==> config.mk <==
export PLATFORM = sky130hd
export DESIGN_NAME = util_axis_packetizer
export DESIGN_NICKNAME = d
export VERILOG_FILES = /design/src/rtl/util_axis_packetizer.sv
export SDC_FILE = /design/constraint.sdc
export NUM_CORES = 1
export LEC_CHECK = 0
export BUFFER_PORTS_ARGS = -buffer_cell sky130_fd_sc_hd__buf_2
export CAP_MARGIN = 0
export CORE_ASPECT_RATIO = 0.9
export CORE_MARGIN = 3
export CORE_UTILIZATION = 35
export CTS_CLUSTER_DIAMETER = 150
export DETAILED_ROUTE_END_ITERATION = 8
export PLACE_DENSITY_LB_ADDON = 0.2
export SLEW_MARGIN = 5
export SYNTH_ARGS = -nofsm -noshare
export SYNTH_HDL_FRONTEND = slang
export SYNTH_SLANG_ARGS = --single-unit
==> constraint.sdc <==
create_clock -name clk -period 4.3 [get_ports clk]
set_clock_uncertainty 0.15 [all_clocks]
set_input_delay 0 -clock clk [delete_from_list [all_inputs] [get_ports clk]]
set_output_delay 0 -clock clk [all_outputs]
set_load 0.05 [all_outputs]
==> src/rtl/util_axis_packetizer.sv <==
// util_axis_packetizer: cuts an AXI-stream into fixed-length packets behind one output register stage.
// Define UTIL_AXIS_PACKETIZER_PAD_EN to zero-pad short frames up to the packet length instead of truncating them.
module util_axis_packetizer #(
    parameter int DATA_WIDTH = 32,
    parameter int LEN_WIDTH  = 16
) (
    input  logic                  clk,
    input  logic                  reset,
    input  logic [LEN_WIDTH-1:0]  pkt_len,
    input  logic                  s_axis_valid,
    output logic                  s_axis_ready,
    input  logic [DATA_WIDTH-1:0] s_axis_data,
    input  logic                  s_axis_last,
    output logic                  m_axis_valid,
    input  logic                  m_axis_ready,
    output logic [DATA_WIDTH-1:0] m_axis_data,
    output logic                  m_axis_last,
    output logic                  short_pkt
);
`ifdef UTIL_AXIS_PACKETIZER_PAD_EN
    typedef enum logic [1:0] {IDLE, PASS, PAD} state_t;
`else
    typedef enum logic {IDLE, PASS} state_t;
`endif
    localparam logic [LEN_WIDTH:0] ONE = 1;
    state_t state, state_nx;
    logic [LEN_WIDTH:0] len_q, len_nx, beat_cnt, cnt_nx, len_cur, cnt_inc;
    logic out_adv, in_pad, accept, emit, done, early, last_nx;
    logic [DATA_WIDTH-1:0] data_nx;
`ifdef UTIL_AXIS_PACKETIZER_PAD_EN
    assign in_pad = state == PAD;
`else
    assign in_pad = 1'b0;
`endif
    assign out_adv      = ~m_axis_valid | m_axis_ready;
    assign s_axis_ready = ~reset & out_adv & ~in_pad;
    assign accept       = s_axis_valid & s_axis_ready;
    // Length is captured only on the first beat, so later pkt_len changes cannot disturb an open packet.
    assign len_cur = state == IDLE ? {1'b0, pkt_len} + ONE : len_q;
    assign cnt_inc = state == IDLE ? ONE : beat_cnt + ONE;
    assign done    = cnt_inc == len_cur;
    always_comb begin
        state_nx = state;
        len_nx   = len_q;
        cnt_nx   = beat_cnt;
        emit     = 1'b0;
        data_nx  = s_axis_data;
        last_nx  = 1'b0;
        early    = 1'b0;
        if (accept) begin
            emit   = 1'b1;
            len_nx = len_cur;
            cnt_nx = cnt_inc;
            early  = ~done & s_axis_last;
`ifdef UTIL_AXIS_PACKETIZER_PAD_EN
            last_nx  = done;
            state_nx = done ? IDLE : early ? PAD : PASS;
`else
            last_nx  = done | early;
            state_nx = done | early ? IDLE : PASS;
`endif
        end
`ifdef UTIL_AXIS_PACKETIZER_PAD_EN
        else if (in_pad && out_adv) begin
            emit     = 1'b1;
            data_nx  = '0;
            cnt_nx   = cnt_inc;
            last_nx  = done;
            state_nx = done ? IDLE : PAD;
        end
`endif
    end
    always_ff @(posedge clk) begin
        if (reset) begin
            state        <= IDLE;
            len_q        <= '0;
            beat_cnt     <= '0;
            m_axis_valid <= 1'b0;
            m_axis_data  <= '0;
            m_axis_last  <= 1'b0;
            short_pkt    <= 1'b0;
        end else begin
            state     <= state_nx;
            len_q     <= len_nx;
            beat_cnt  <= cnt_nx;
            short_pkt <= early;
            if (out_adv) begin
                m_axis_valid <= emit;
                if (emit) begin
                    m_axis_data <= data_nx;
                    m_axis_last <= last_nx;
                end
            end
        end
    end
endmodule

---- After elaboration in Yosys (flattened, before gate mapping) ----
Index checks and enable logic that the tools add are counted.
storage, ports and cells
  flip-flop bits (word level) ............. 70
  latch bits .............................. 0
  RAM bits ................................ 0
  bits in read-only memories .............. 0
  input port bits ......................... 53
  output and inout bits ................... 36
  word-level logic and storage cells ...... 26
  memories ................................ 0
operators by class
  add/sub/neg operators ................... 2
  multiply operators ...................... 0
  divide/modulo/power cells ............... 0
  magnitude comparators ................... 0
  equal/unequal tests ..................... 1
  shifts and indexed selects .............. 0
  mux-type cells .......................... 5
  bitwise gates (word level) .............. 9
  reductions and logical operators ........ 2
operator list
  cell                                                              count
  17-bit 2-to-1 mux                                                 2
  16-bit by 1-bit adder with 17-bit output (second input constant)  1
  17-bit by 1-bit adder with 17-bit output (second input constant)  1
  17-bit == test                                                    1
  1-bit inverter                                                    4
  1-bit AND                                                         3
  1-bit 2-to-1 mux                                                  3
  1-bit OR                                                          2
  2-bit AND reduction                                               1
  2-bit OR reduction                                                1

---- Depth between registers and ports, before layout ----
Gate-level depths: netlist of run 1.
  depth in word-level cells ............... 7
  mapped depth ............................ 9
  mapped depth without buffers ............ 8

---- Least setup slack after synthesis of run 1 ----
OpenSTA, ideal clock, no wires.
  path kind ............................... reg2reg
  from .................................... register m_axis_valid
  to ...................................... register len_q[16]
  data arrival time ....................... 2.543 ns
  path slack .............................. 1.546 ns
  stages on the path, launching flop included .. 9
  buffers on the path ..................... 2
  clock period less this slack ............ 2.754 ns
  cell sequence ........................... dfxtp_1 nor2b_1 nor2_1 and2_1 clkbuf_1 nand2_1 o21ai_0 clkbuf_1 a32o_1
on the way
  word-level cells in the longest chain between the ends .. 4
RTL lines
  item                    RTL line  RTL
  start, declared         14        output logic m_axis_valid,
  start signal, assigned  88        m_axis_valid <= emit;
  1-bit inverter          35        assign out_adv = ~m_axis_valid | m_axis_ready;
  1-bit OR                35
  1-bit AND               36        assign s_axis_ready = ~reset & out_adv & ~in_pad;
  via s_axis_ready        11        output logic s_axis_ready,
  1-bit AND               37        assign accept = s_axis_valid & s_axis_ready;
  end signal, assigned    84        len_q <= len_nx;
  end, declared           27        logic [LEN_WIDTH:0] len_q, len_nx, beat_cnt, cnt_nx, len_cur, cnt_inc;
The timed path passes the listed nets, and every way through them passes these cells.
A chain may end at the register's enable or synchronous reset.

---- Final worst setup path of run 1 ----
  from .................................... register beat_cnt[0]
  to ...................................... register state
on the way
  word-level cells in the longest chain between the ends .. 7
RTL lines
  item                                        RTL line  RTL
  start, declared                             27
  start signal, assigned                      85        beat_cnt <= cnt_nx;
  17-bit by 1-bit adder with 17-bit output *  40        assign cnt_inc = state == IDLE ? ONE : beat_cnt + ONE;
  17-bit 2-to-1 mux *                         40
  17-bit == test *                            41        assign done = cnt_inc == len_cur;
  1-bit inverter                              54        early = ~done & s_axis_last;
  1-bit AND                                   54
  1-bit OR *                                  60        state_nx = done | early ? IDLE : PASS;
  1-bit 2-to-1 mux *                          60
  end signal, assigned                        83        state <= state_nx;
  end, declared                               26        state_t state, state_nx;
Every way passes the cells marked *; elsewhere a longest branch is shown, timed or not.

==> results of run 1 <==
[worst min-delay path by stage]
stage,start,end,slack [ps],cells after the start
after floorplan,pkt_len[0],len_q[0],-50,1
after global placement,s_axis_data[1],m_axis_data[1],30,3
after detailed placement,s_axis_data[9],m_axis_data[9],40,3
after CTS,reset,m_axis_valid,10,2
after global routing,reset,m_axis_valid,50,2
final,reset,m_axis_valid,40,2
[cells in the mapped netlist (2+ instances only)]
cell type	number	area, µm²
o31ai_1	6	45.0
o22ai_1	2	12.5
xor2_1	16	140
a21oi_1	7	35.0
buf_2	2	10.0
buf_1	4	15.0
nor2_1	28	105
nand4_1	5	31.3
dfxtp_1	70	1400
inv_1	7	26.3
ha_1	2	25.0
nand2b_1	3	18.8
a211oi_1	2	15.0
and3_1	5	31.3
nand3b_1	33	248
o21ai_0	33	165
and4_1	3	26.3
nand2_1	103	387
nand3_1	18	90.1
nor3_1	8	40.0
xnor2_1	25	219
a22o_1	4	35.0
mux2i_1	2	20.0
clkbuf_1	19	71.3
nor4_1	7	43.8
[layout make-up]
cell class                      instances  share of cell area (%)
Multi-Input combinational cell        337                    41.6
Sequential cell                        70                    29.3
Timing Repair Buffer                  143                    20.6
Tap cell                              126                    3.30
Clock buffer                           10                    2.88
Clock inverter                          6                    1.78
Inverter                                7                   0.549
[per-stage QoR]
step | worst slack [ps] | power [mW] | util (%)
after detailed placement | 1520 | 1.02 | 41.5
after floorplan | 1550 | 0.926 | -
after global placement | 1690 | 1.01 | 41.5
after global routing | 1180 | 1.71 | 49.1
final | 1490 | 1.63 | 49.1
after CTS | 1480 | 1.65 | 49.1
[critical path, cell delays in order (launching register included)]
cell      delay (ps)
dfxtp_1          460
ha_1             300
nand3_1          210
nor4_1           620
o311ai_0         230
o31ai_1          300
nand3_1          160
a211o_1          280
[routing by layer]
metal,wire (µm),GRT usage (%)
met1,4790,22.9
met3,329,3.76
met4,140,5.33
met5,0,0
met2,4530,28.2
[where the power goes]
part	internal (mW)	switching [mW]
Sequential	0.686	0.0317
Combinational	0.124	0.198
Clock	0.340	0.251
Total	1.15	0.480
[kinds of logic (layout without fill, tap and decap cells)]
group           Yosys count  count (layout)
xor+xnor                 42              42
mux                       2               2
buf+inv                  33             166
flops                    70              70
simple gates            221             221
compound gates           70              70
fa+ha+maj                 2               2
[state kept, by name, indices dropped and copies added (netlist names)]
| register | cells |
|---|---|
| m_axis_data | 32 |
| short_pkt | 1 |
| m_axis_last | 1 |
| beat_cnt | 17 |
| m_axis_valid | 1 |
| len_q | 17 |
| state | 1 |
==> impl_metrics.py, run 1 <==
metrics = {
    "drt": {
        "routed_via_density": 4.94,
        "vias": 3452,
        "wl_um": 9790,
        "drt_first_pass_iters": 4,
        "antenna_left": 0,
        "drt-initial-drc-count": 176,
        "drc_errors": 0,
        "avgRoutedWirePerCell_um": 14.0,
    },
    "critical_path": {
        "cp-end-kind": "register",
        "cp_data_required_time_ps": 4390,
        "r2r_slack_ps": 1490,
        "r2r-start": "beat_cnt[0]",
        "cp-start-kind": "register",
        "critPathKind": "reg -> reg",
        "critPathLaunch": "beat_cnt[0]",
        "rr_endpoint": "state",
        "worstSetupEndpoint": "state",
        "worst-path-max-fanout": 7,
        "crit_arrival_ps": 2900,
        "rr_worst_depth": 7,
    },
    "global_routing": {
        "antenna_found_initial": 0,
        "overflow": 0,
        "grt_pass1_wl_um": 15900,
        "grt_pass1_vias": 3243,
        "grt_use_total_pct": 17.2,
        "grt_max_degree": 44,
    },
    "yosys": {
        "synth_fa_ha_area_share_pct": 0.711,
        "yosysUniqueCellTypes": 51,
        "async_flop_share_pct": 0,
        "synth_top_family_by_area": "simple AND/OR/NAND/NOR gates",
        "synthesis.area_um2": 3520,
        "syn_nets": 495,
        "syn_avg_cell_area_um2": 8.00,
        "yosysWarnings": 0,
        "synth_compound_area_share_pct": 13.2,
        "ys_seq_elements": 70,
        "synth_mux_area_share_pct": 0.569,
        "synthFlopType": "dfxtp_1",
        "ys_seq_area_share_pct": 39.8,
        "yosys.area_share.simple_pct": 31.2,
        "synth-xor-area-share_pct": 10.8,
        "synth_edf_count": 0,
        "synth_cells": 440,
    },
    "min_path": {
        "hold_class": "in -> reg",
    },
    "clocking": {
        "clk_latency_ps": 350,
        "clkTransAtPathRegs_ps": 70,
        "htreeDepth": 3,
        "cts_tree": "done",
        "cts_made_buffers": 9,
        "cts_root_buffer": "clkbuf_8",
        "ctsResizeCount": 0,
        "postCtsSetupBuffers": 0,
        "clockBufferDepth": 2,
        "cts_sinks": 70,
        "ctsHoldBuffers": 52,
    },
    "floorplanning": {
        "core-area_um2": 9740,
        "die-area_um2": 11300,
        "start_util_pct": 36.1,
        "fp.dieW_um": 112,
        "rows": 34,
        "pin_count": 89,
        "die_h_um": 101,
    },
    "finish": {
        "layout_commonest_cell": "nand2_1",
        "layout_common_cells": "nand2_1, buf_2, dfxtp_1, dlygate4sd3_1",
        "multi_input_area_um2": 1990,
        "nets": 623,
        "stdcell_count": 699,
        "fillers": 913,
        "design_area_um2": 4780,
        "num_antenna_cells": 0,
        "syn_to_final_growth_pct": 35.9,
        "drive_gt1_share_pct": 19.2,
        "regArea_um2": 1400,
    },
    "place": {
        "dpl_cell_area_um2": 4040,
        "gp_congestion": 0.859,
        "port_buffers": 88,
        "dpl.hpwl_um": 6540,
        "dp_cells": 631,
    },
    "timing": {
        "tightest_slew_ps": 943,
        "slew_viol_final": 0,
        "fin_tns_setup_ps": 0,
        "min_period_ps": 2810,
        "finalSetupViolCount": 0,
        "relSlewSlack_pct": 36.9,
        "timing.fmax_mhz": 355,
        "hold_ws_ps": 37.4,
        "hold_viol_final": 0,
        "period_share_pct": 65.4,
        "rsz0062_at_grt": "false",
    },
    "pwr": {
        "cellLeakagePower_nw": 2.08,
        "powerDensity_nw_per_um2": 341,
        "ir_drop_mv": 0.213,
    },
    "run": {
        "drv_cap": 0,
    },
    "run_status": {
        "status": "finished, final reports clean",
    },
}
Power figures use the tool's default switching activity.
==> run 2: changes to the inputs <==
Settings changed: ABC_AREA set to 1.
Clock period 4.3 ns to 2.83 ns, I/O delays scaled along.
==> run 2 against run 1 <==
Compared with the run above:
- routed wire length rose by 7.2%
- utilization shrank 0.44 points
- count of clock-buffer cells in the layout is the same
- critical endpoint unchanged
- die area up 8.9%
- sequential power rose by 49%
- worst hold slack got worse by 28 ps
- critical path depth up 7
- via count increased by 20%
- highest routed layer unchanged
==> impl_metrics.py, run 2 <==
metrics = {
    "run_status": {
        "status": "finished, final reports clean",
    },
    "finish": {
        "num_antenna_cells": 0,
        "regArea_um2": 1400,
        "syn_to_final_growth_pct": 32.1,
        "largest_registers": "m_axis_data (32), beat_cnt (17), len_q (17)",
        "fillers": 1078,
        "nets": 778,
        "drive_gt1_share_pct": 20.5,
        "largest_reg_flops": 32,
        "layout_common_cells": "nand2_1, nand3_1, buf_2, dfxtp_1, inv_1",
        "stdcell_count": 857,
        "layout_commonest_cell": "nand2_1",
        "fin_util_pct": 48.6,
        "largest-register": "m_axis_data",
        "multi_input_area_um2": 2130,
    },
    "floorplanning": {
        "rows": 35,
        "die_h_um": 106,
        "start_util_pct": 36.8,
        "fp.dieW_um": 117,
        "pin_count": 89,
        "core-area_um2": 10500,
        "die-area_um2": 12300,
    },
    "clocking": {
        "clk_latency_ps": 330,
        "cts_made_buffers": 9,
        "postCtsSetupBuffers": 0,
        "cts_sinks": 70,
        "cts_root_buffer": "clkbuf_16",
        "ctsHoldBuffers": 44,
        "ctsResizeCount": 0,
        "htreeDepth": 3,
        "cts_tree": "done",
        "clockBufferDepth": 2,
        "clkTransAtPathRegs_ps": 60,
    },
    "critical_path": {
        "r2r_slack_ps": 680,
        "cp-start-kind": "register",
        "cp-end-kind": "register",
        "cp_data_required_time_ps": 2890,
        "rr_endpoint": "state",
        "rr_worst_depth": 14,
        "r2r-start": "beat_cnt[0]",
        "worst-path-max-fanout": 5,
        "critPathKind": "reg -> reg",
        "crit_arrival_ps": 2210,
    },
    "drt": {
        "routed_via_density": 4.82,
        "avgRoutedWirePerCell_um": 12.2,
        "wl_um": 10500,
        "antenna_left": 0,
        "vias": 4131,
        "drt-initial-drc-count": 227,
        "drt_first_pass_iters": 5,
        "drc_errors": 0,
    },
    "timing": {
        "fin_tns_setup_ps": 0,
        "relSlewSlack_pct": 47.6,
        "slew_viol_final": 0,
        "tightest_slew_ps": 786,
        "timing.fmax_mhz": 466,
        "hold_ws_ps": 9.39,
        "hold_viol_final": 0,
        "finalSetupViolCount": 0,
        "min_period_ps": 2150,
        "rsz0062_at_grt": "false",
        "period_share_pct": 75.8,
    },
    "yosys": {
        "synthesis.area_um2": 3850,
        "yosysUniqueCellTypes": 33,
        "synthTopCellsByCount": "nand2_1, nand3_1, dfxtp_1",
        "ys_seq_area_share_pct": 36.4,
        "synth_top_cell_area_share_pct": 36.4,
        "ys_seq_elements": 70,
        "synth_cells": 603,
        "syn_avg_cell_area_um2": 6.39,
        "yosys-top-cells-area": "dfxtp_1, nand2_1, nand3_1",
        "yosysTopAreaCell": "dfxtp_1",
        "synth_edf_count": 0,
        "async_flop_share_pct": 0,
        "yosysMostFrequentCell": "nand2_1",
        "yosysWarnings": 0,
        "synthFlopType": "dfxtp_1",
        "syn_nets": 658,
    },
    "pwr": {
        "powerDensity_nw_per_um2": 506,
        "p_total_mw": 2.58,
        "ir_drop_mv": 0.370,
        "cellLeakagePower_nw": 2.51,
    },
    "global_routing": {
        "grt_pass1_vias": 3754,
        "grt_use_total_pct": 17.3,
        "use_met3_pct": 3.67,
        "grt_pass1_wl_um": 17400,
        "grt_util_met1_pct": 24.3,
        "grt_util_met2_pct": 27.2,
        "antenna_found_initial": 0,
        "overflow": 0,
        "top_usage_layer": "met2",
        "grt_max_degree": 86,
    },
    "place": {
        "dp_cells": 797,
        "gp_congestion": 0.896,
        "dpl.hpwl_um": 7240,
        "port_buffers": 88,
    },
    "min_path": {
        "hold_class": "in -> reg",
        "hp-start": "pkt_len[8]",
        "min_to": "len_q[8]",
        "whs_path_depth": 5,
    },
    "run": {
        "drv_cap": 0,
    },
}
## run 2: cell types whose count changed in the layout (fill, tap and decap cells not counted), moves of 10 or more
cell	before	now
nand3_1	18	113
xnor2_1	25	0
xor2_1	16	0
inv_1	7	49
nand2_1	103	196
nand3b_1	33	1
clkbuf_8	10	0
## run 2: critical path: stages, from the launching register on
cell and delay, ps:
dfxtp_1 390, ha_1 250, nand3_1 110, inv_1 90, nand2_1 70, nand2_1 60
nand3_1 180, nand3_1 160, nand2_1 70, nor2_1 80, nand2_1 70, nor2_2 90
nand3_2 120, nand2_1 100, a21oi_2 50
## run 2: metal layers
metal,up-vias,wire length [µm]
li1,2197,-
met1,1841,5140
met2,87,4730
met3,6,546
met4,0,80
met5,-,0
## run 2: cell type report
cell class	instances	share of cell area [%]
clock inverters	6	0.909
clock buffers	10	4.50
flip-flops and latches	70	27.5
well taps	129	3.17
inverters	57	4.23
multi-input cells	449	41.8
repair buffers	136	17.9
## run 2: power breakdown
part / internal, mW / switching, mW / total (mW)
sequential: 1.04 / 0.0271 / 1.07
clock: 0.597 / 0.432 / 1.03
combinational: 0.158 / 0.319 / 0.477
total: 1.80 / 0.778 / 2.58
## run 2: worst max path at each step
stage / start / end / slack [ps] / depth (start not counted)
global route: beat_cnt[0] / state / 430 / 14
finish: beat_cnt[0] / state / 680 / 14
global placement: state / short_pkt / 730 / 14
detailed placement: beat_cnt[0] / short_pkt / 710 / 14
CTS: beat_cnt[0] / state / 690 / 14
floorplan: m_axis_valid / beat_cnt[10] / 340 / 6
## run 2: cell families after synthesis
family	after synthesis	synth area share, %
adders and majority gates	2	0.649
DFF	70	36.4
AOI/OAI and AO/OA	55	8.08
and+or+nand+nor	392	46.4
buffers and inverters	84	8.51
## run 2: stage by stage
step | setup slack (ps) | instance area (µm²)
finish | 684 | 5090
CTS | 687 | 5090
global route | 428 | 5090
floorplan | 339 | 3850
global placement | 728 | 4380
detailed placement | 711 | 4380
==> run 3: changes to the inputs <==
Settings changed: ABC_AREA 1 to 0.
Clock period 2.83 ns to 2.03 ns, I/O delays scaled along.
==> run 3 against run 2 <==
Compared with the run above:
- routed wire length is 0.87% lower
- the flow now finishes with violations (setup timing)
- die area is 8.2% lower
- global-route usage increased by 1.2 points
- count of clock-buffer cells in the layout unchanged
- final cell count fell by 12%
- final area up 4.9%
==> impl_metrics.py, run 3 (same netlist as run 1, synthesis figures left out) <==
metrics = {
    "finish": {
        "largest-register": "m_axis_data",
        "nets": 681,
        "num_antenna_cells": 0,
        "stdcell_count": 756,
        "drive_gt1_share_pct": 31.1,
        "largest_reg_flops": 32,
        "design_area_um2": 5340,
        "syn_to_final_growth_pct": 51.7,
        "fin_util_pct": 54.8,
        "largest_registers": "m_axis_data (32), beat_cnt (17), len_q (17)",
        "layout_commonest_cell": "nand2_1",
        "layout_common_cells": "nand2_1, buf_2, buf_4, dfxtp_1, dlygate4sd3_1",
        "fillers": 889,
    },
    "place": {
        "dpl.hpwl_um": 7260,
        "dp_cells": 689,
        "port_buffers": 88,
        "pre_cts_slack_ps": -247,
        "gp_congestion": 0.840,
        "dpl_cell_area_um2": 4540,
    },
    "global_routing": {
        "grt_max_degree": 32,
        "grt_pass1_wl_um": 17000,
        "overflow": 0,
        "grt_use_total_pct": 18.5,
        "grt_pass1_vias": 3432,
        "antenna_found_initial": 0,
    },
    "critical_path": {
        "cp-start-kind": "register",
        "cp_data_required_time_ps": 2110,
        "r2r-start": "beat_cnt[1]",
        "r2r_slack_ps": -220,
        "critPathLaunch": "beat_cnt[1]",
        "worst-path-max-fanout": 4,
        "critPathKind": "reg -> reg",
        "crit_arrival_ps": 2340,
        "cp-end-kind": "register",
    },
    "drt": {
        "drc_errors": 0,
        "routed_via_density": 4.88,
        "wl_um": 10400,
        "avgRoutedWirePerCell_um": 13.8,
        "vias": 3687,
        "antenna_left": 0,
        "drt_first_pass_iters": 5,
        "drt-initial-drc-count": 163,
    },
    "timing": {
        "finalSetupViolCount": 3,
        "tightest_slew_ps": 624,
        "hold_viol_final": 0,
        "slew_viol_final": 0,
        "timing.fmax_mhz": 444,
        "fin_tns_setup_ps": -538,
        "relSlewSlack_pct": 58.4,
        "period_share_pct": 111,
        "hold_ws_ps": 43.3,
        "rsz0062_at_grt": "true",
        "setup_slack_ps": -224,
        "min_period_ps": 2250,
    },
    "pwr": {
        "ir_drop_mv": 0.415,
        "p_total_mw": 3.44,
        "powerDensity_nw_per_um2": 644,
        "cellLeakagePower_nw": 2.42,
    },
    "floorplanning": {
        "pin_count": 89,
        "die_h_um": 101,
        "rows": 34,
        "core-area_um2": 9740,
        "fp.dieW_um": 112,
        "die-area_um2": 11300,
        "start_util_pct": 36.1,
    },
    "clocking": {
        "clockBufferDepth": 2,
        "cts_sinks": 70,
        "cts_root_buffer": "clkbuf_8",
        "htreeDepth": 3,
        "cts_made_buffers": 9,
        "clkTransAtPathRegs_ps": 80,
        "clk_latency_ps": 350,
        "cts_tree": "done",
    },
    "min_path": {
        "hold_class": "in -> reg",
        "hp-start": "pkt_len[2]",
    },
    "run_status": {
        "violations": "setup timing",
        "status": "finished with violations",
    },
    "run": {
        "drv_cap": 0,
    },
}
## run 3: worst max-delay path: stages (launching register included)
cell and delay [ps]:
dfxtp_4 360, ha_4 150, and3_4 220, nand3_4 90
xnor2_1 130, o32a_1 320, a2111oi_4 370, a21boi_1 110
a211o_1 230
## run 3: layout make-up
class                      instances  area, µm²  share of cell area [%]
multi-input combinational        337       2110                    39.6
clock buffer                      10        149                    2.79
sequential                        70       1420                    26.6
clock inverter                     5       57.6                    1.08
timing repair buffer             201       1410                    26.5
inverter                           7       26.3                   0.492
tap                              126        158                    2.95
## run 3: per-layer routing
layer / share of wire, % / GRT usage, % / vias to the layer above
li1: - / - / 1894
met3: 5.2 / 4.00 / 17
met2: 46 / 30.1 / 93
met4: 1.4 / 4.77 / 0
met1: 47 / 25.2 / 1683
met5: 0 / 0 / -
## run 3: where the power goes
| group | switching (mW) | total (mW) | internal, mW |
|---|---|---|---|
| logic | 0.446 | 0.749 | 0.303 |
| clock network | 0.544 | 1.18 | 0.635 |
| registers | 0.0561 | 1.51 | 1.45 |
| total | 1.05 | 3.44 | 2.39 |
## run 3: timing repair
action,4_1_cts,5_1_grt
resized for setup,10,12
hold buffers,50,0
endpoints found under the hold margin,51,0
endpoints found under the setup margin,15,9
pin swaps,2,6
buffers inserted,0,2
## run 3: worst paths after layout
kind | to | cells after the start
setup / recovery | state | 8
hold / removal | len_q[2] | 4
setup reg to reg | state | 8
hold reg to reg | m_axis_data[14] | 2
